--- src/rtl/button_conditioner_pkg.sv ---
// Shared board helpers: millisecond-to-cycle conversion, counter sizing and
// the button FSM state encoding.
`timescale 1ns/1ps
package button_conditioner_pkg;

    typedef enum logic [1:0] {
        ST_IDLE   = 2'd0,
        ST_HELD   = 2'd1,
        ST_REPEAT = 2'd2
    } state_t;

    // Converts a duration in milliseconds into clock cycles at freq Hz.
    function automatic int ms_to_cycles(input int freq, input int ms);
        return freq / 1000 * ms;
    endfunction

    function automatic int max_int(input int a, input int b);
        return (a > b) ? a : b;
    endfunction

    // Width of a counter that must hold values 0..n-1; never narrower than 1 bit.
    function automatic int cnt_width(input int n);
        return (n <= 1) ? 1 : $clog2(n);
    endfunction

endpackage

--- src/rtl/button_conditioner_sync2.sv ---
// Reusable two-flop synchronizer for asynchronous pins (buttons, switches).
`timescale 1ns/1ps
module sync2 #(
    parameter logic RESET_VAL = 1'b0
) (
    input  logic clk,
    input  logic rst_n,
    input  logic d,
    output logic q
);

    logic meta;

    // Two back-to-back flops give the first one a full cycle to resolve metastability.
    always_ff @(posedge clk or negedge rst_n) begin
        if (!rst_n) begin
            meta <= RESET_VAL;
            q    <= RESET_VAL;
        end else begin
            // NOTE: non-blocking keeps this a two-stage shift; blocking would collapse it to one flop.
            meta <= d;
            q    <= meta;
        end
    end

endmodule

--- src/rtl/button_conditioner.sv ---
// Turns one raw, bouncing push-button into a debounced level plus one-cycle
// press / release / long-press / auto-repeat pulses and a combined step pulse.
// release_evt and repeat_evt carry the release and repeat pulses; the bare
// words are reserved keywords in SystemVerilog.
`timescale 1ns/1ps
module button_conditioner
    import button_conditioner_pkg::*;
#(
    parameter int CLKFREQ     = 27000000,
    parameter int ACTIVE_LOW  = 1,
    parameter int DEBOUNCE_MS = 10,
    parameter int LONG_MS     = 600,
    parameter int REPEAT_MS   = 100
) (
    input  logic clk,
    input  logic rst_n,
    input  logic btn_raw,
    output logic level,
    output logic press,
    output logic release_evt,
    output logic long_press,
    output logic repeat_evt,
    output logic step
);

    localparam int DB_CYC   = ms_to_cycles(CLKFREQ, DEBOUNCE_MS);
    localparam int LONG_CYC = ms_to_cycles(CLKFREQ, LONG_MS);
    localparam int REP_CYC  = ms_to_cycles(CLKFREQ, REPEAT_MS);
    localparam int DB_W     = cnt_width(DB_CYC);
    localparam int TMR_W    = cnt_width(max_int(LONG_CYC, REP_CYC));

    localparam logic [DB_W-1:0]  DB_LAST   = DB_W'(DB_CYC - 1);
    localparam logic [TMR_W-1:0] LONG_LAST = TMR_W'(LONG_CYC - 1);
    localparam logic [TMR_W-1:0] REP_LAST  = TMR_W'(REP_CYC - 1);

    logic             pressed_raw;
    logic             s;
    logic             db_level;
    logic [DB_W-1:0]  db_cnt;
    logic [TMR_W-1:0] tmr;
    state_t           state;

    // Normalise polarity so that 1 always means pressed from here on.
    assign pressed_raw = btn_raw ^ (ACTIVE_LOW != 0);

    sync2 #(
        .RESET_VAL (1'b0)
    ) u_sync (
        .clk   (clk),
        .rst_n (rst_n),
        .d     (pressed_raw),
        .q     (s)
    );

    // Debounce: the level flips only after DB_CYC consecutive cycles of disagreement.
    always_ff @(posedge clk or negedge rst_n) begin
        if (!rst_n) begin
            db_cnt   <= '0;
            db_level <= 1'b0;
        end else if (s == db_level) begin
            db_cnt <= '0;
        end else if (db_cnt == DB_LAST) begin
            db_cnt   <= '0;
            db_level <= ~db_level;
        end else begin
            db_cnt <= db_cnt + 1'b1;
        end
    end

    // Classifier FSM with registered outputs, one cycle behind the debounced level.
    always_ff @(posedge clk or negedge rst_n) begin
        if (!rst_n) begin
            state       <= ST_IDLE;
            tmr         <= '0;
            level       <= 1'b0;
            press       <= 1'b0;
            release_evt <= 1'b0;
            long_press  <= 1'b0;
            repeat_evt  <= 1'b0;
            step        <= 1'b0;
        end else begin
            level       <= db_level;
            // NOTE: pulses default low every cycle, so any assignment below lasts exactly one cycle.
            press       <= 1'b0;
            release_evt <= 1'b0;
            long_press  <= 1'b0;
            repeat_evt  <= 1'b0;
            step        <= 1'b0;
            case (state)
                ST_IDLE: begin
                    if (db_level) begin
                        state <= ST_HELD;
                        tmr   <= '0;
                        press <= 1'b1;
                        step  <= 1'b1;
                    end
                end
                ST_HELD: begin
                    if (!db_level) begin
                        state       <= ST_IDLE;
                        tmr         <= '0;
                        release_evt <= 1'b1;
                    end else if (tmr == LONG_LAST) begin
                        state      <= ST_REPEAT;
                        tmr        <= '0;
                        long_press <= 1'b1;
                    end else begin
                        tmr <= tmr + 1'b1;
                    end
                end
                ST_REPEAT: begin
                    if (!db_level) begin
                        state       <= ST_IDLE;
                        tmr         <= '0;
                        release_evt <= 1'b1;
                    end else if (tmr == REP_LAST) begin
                        tmr        <= '0;
                        repeat_evt <= 1'b1;
                        step       <= 1'b1;
                    end else begin
                        tmr <= tmr + 1'b1;
                    end
                end
                default: begin
                    state <= ST_IDLE;
                    tmr   <= '0;
                end
            endcase
        end
    end

endmodule

--- config.mk ---
export PLATFORM = sky130hd
export DESIGN_NAME = button_conditioner
export DESIGN_NICKNAME = d
export VERILOG_FILES = /design/src/rtl/button_conditioner_pkg.sv /design/src/rtl/button_conditioner_sync2.sv /design/src/rtl/button_conditioner.sv
export SDC_FILE = /design/constraint.sdc
export NUM_CORES = 1
export LEC_CHECK = 0
export CAP_MARGIN = 20
export CELL_PAD_IN_SITES_DETAIL_PLACEMENT = 0
export CELL_PAD_IN_SITES_GLOBAL_PLACEMENT = 1
export CORE_MARGIN = 2
export CORE_UTILIZATION = 47
export CTS_CLUSTER_SIZE = 20
export DETAILED_ROUTE_END_ITERATION = 8
export PLACE_DENSITY_LB_ADDON = 0.3
export SYNTH_ARGS = -nofsm -noshare
export SYNTH_HDL_FRONTEND = slang
export SYNTH_SLANG_ARGS = --single-unit
--- constraint.sdc ---
create_clock -name clk -period 3 [get_ports clk]
set_input_delay 0.75 -clock clk [delete_from_list [all_inputs] [get_ports clk]]
set_output_delay 0.75 -clock clk [all_outputs]
set_load 0.02 [all_outputs]
==> results_dict.tcl <==
set metrics [dict create \
    antenna_cells 0 \
    drive_above_1_share_pct 5.429 \
    ctsHoldBuffers 0 \
    core_area_mm2 0.006277 \
    tritoncts "done" \
    drt-total-wl_um 6372 \
    synth_seq_cells 54 \
    cts.htree.levels 2 \
    slew_violations 0 \
    holdPathStages 0 \
    crit_required_ps 3200 \
    worst-r2r-cell-count 6 \
    synth_nets 351 \
    cts_root_buffer "clkbuf_8" \
    syn_area_per_cell_um2 8.777 \
    routedWlPerCell_um 14.92 \
    grt.busiest_layer "met2" \
    cts_setup_buffers 0 \
    clk_latency_ps 310 \
    crit_chain "or4b_1 -> or4_1 -> o41a_1 -> buf_4 -> o2111ai_1 -> a22oi_1" \
    path_class "register to register" \
    timing.final.crit_share_pct 85.39 \
    syn_area_mm2 0.003010 \
    path_delay_family "simple AND/OR/NAND/NOR gates" \
    critPathLaunchType "register" \
    num_vias 2471 \
    met2_usage_pct 31.17 \
    synth_warnings 0 \
    die-area_mm2 0.007061 \
    post-dp-hpwl_um 4351 \
    critical_path_buf_inv_count 1 \
    rsz0062_at_grt "false" \
    slowest_delay_ps 540 \
    area_growth_pct 8.229 \
    gp_congestion 0.8012 \
    status "finished clean" \
    ys.flop_type "dfrtp_1" \
    use_met3_pct 3.363 \
    synth-edff-count 0 \
    dpl-instance-area_mm2 0.003159 \
    rows 29 \
    clock_path_buffers 2 \
    grt.overflow.total 0 \
    powerDensity_mw_per_mm2 370.5 \
    final_common_cell "nand2_1" \
    setup_tns_ps 0 \
    period_needed_ps 2562 \
    drv_cap 0 \
    fin_skew_ps 17.31 \
    cts.sinks 54 \
    min_to "u_sync.q" \
    die_w_um 84.03 \
    synthArstFlopShare_pct 100.0 \
    cts_resized 0 \
    synthCells 343 \
    critPathMaxFanout 17 \
    setup_viol 0 \
    start_util_pct 47.96 \
    io_buffers 8 \
    r2r_setup_slack_ps 440 \
    firstDrtPassIters 5 \
    reg2reg_to "tmr[15]" \
    endpoint_kind "register" \
    worstHoldPathType "register to register" \
    met1_usage_pct 27.22 \
    fin_cells 427 \
    ios 9 \
    vias_per_cell 5.787 \
    crit_arrival_ps 2760 \
    hold_viol 0 \
    maxSlewHeadroom_pct 35.47 \
    stdcell_area_mm2 0.003258 \
    drt_iter0_drc 147 \
    clk_pin_slew_ps 110 \
    ant_nets 0 \
    hp-start "u_sync.meta" \
    grt_pass1_vias 2392 \
    grt_pass1_wl_um 11320 \
    grt_start_max_net_pins 45 \
    p_leak_nw 1.367 \
    max_clock_freq_ghz 0.3904 \
    ir_worst_vdd_mv 0.2014 \
    drc 0 \
    dp.cells 419 \
    worst_pin_slew_ps 968.0 \
    die_h_um 84.03 \
    r2r_start "tmr[9]" \
    antenna_found_initial 0 \
    cts_inserted_buffers 5 \
    finalNetCount 357 \
    ys_types 38 \
    slowest_stage "or4b_1" \
    p_total_mw 1.207 \
    yosysSeqAreaShare_pct 44.89 \
    grt.total_usage_pct 19.30 \
    layout_common_cells "nand2_1 (58), dfrtp_1 (54), nor2_1 (37)" \
]
## cells by family after synthesis
family / synth area share [%]
flip-flops: 44.89
AO/OA/AOI/OAI: 14.01
adder cells (fa/ha/maj): 2.078
multiplexers: 0.3740
XOR/XNOR: 4.946
AND/OR/NAND/NOR: 28.72
buffers and inverters: 4.987
## sequential cells by signal (all words and copies together) (netlist names)
register and count:
long_press 1, tmr 24, db_level 1, state 2, u_sync.meta 1, step 1, level 1, repeat_evt 1
release_evt 1, press 1, db_cnt 19, u_sync.q 1
## how the worst max path moves through the flow
| stage | slack [ps] | to | startpoint | cells past startpoint |
|---|---|---|---|---|
| 3_3_place_gp | 500 | tmr[22] | tmr[9] | 6 |
| 3_5_place_dp | 450 | tmr[15] | tmr[9] | 6 |
| 6_report | 440 | tmr[15] | tmr[9] | 6 |
| 2_1_floorplan | 570 | tmr[23] | tmr[7] | 7 |
| 4_1_cts | 430 | tmr[15] | tmr[9] | 6 |
| 5_1_grt | 300 | tmr[13] | tmr[18] | 5 |
## per-stage QoR
stage                     hold WS (ps)  util, %  setup slack (ps)
after floorplan                  331.2        -             571.8
after global placement           332.6    50.33             500.2
after detailed placement         353.4    50.33             450.0
after CTS                        377.4    51.90             427.2
after global routing             380.9    51.90             299.2
final                            375.2    51.90             438.2
## cell usage after synthesis, types with 2 or more instances
cell type,n,area [um2]
or3_1,3,18.77
nor2_1,37,138.9
o41a_1,3,33.78
and3_1,9,56.30
clkbuf_1,15,56.30
nand3_1,19,95.09
nand2_1,58,217.7
nand4_1,8,50.05
xnor2_1,10,87.58
ha_1,5,62.56
buf_6,3,33.78
and2_1,10,62.56
nor4_1,11,68.82
a22oi_1,2,15.01
nor2b_1,4,25.02
o21ai_0,3,15.01
o21ai_1,3,15.01
o21a_1,4,30.03
dfrtp_1,54,1351
nor3_1,10,50.05
inv_1,16,60.06
o221ai_1,15,131.4
and4_1,2,17.52
o31a_1,2,17.52
or4_1,4,30.03
o2111ai_1,3,26.28
xor2_1,7,61.31
nor4b_1,2,17.52
o211ai_1,12,90.09
## area by class of cell
class,count,area [um2]
fillers,592,3019
multi-input cells,255,1509
flip-flops and latches,54,1351
repair buffers,17,142.6
well taps,77,96.34
clock buffers,6,82.58
inverters,16,60.06
clock inverters,2,16.27
## power by group
| part | switching [mW] | internal [mW] | leakage (nW) |
|---|---|---|---|
| combinational | 0.0214 | 0.00683 | 0.572 |
| clock | 0.253 | 0.191 | 0.0478 |
| sequential | 0.00386 | 0.732 | 0.748 |
## metal layers
metal	vias up	share of wire (%)	routed length, um
met5	-	0	0
met4	0	1.1	70
met3	6	2.9	187
met2	39	48	3043
met1	1186	48	3071
li1	1240	-	-
No activity file was read; power rests on OpenSTA's default activity.
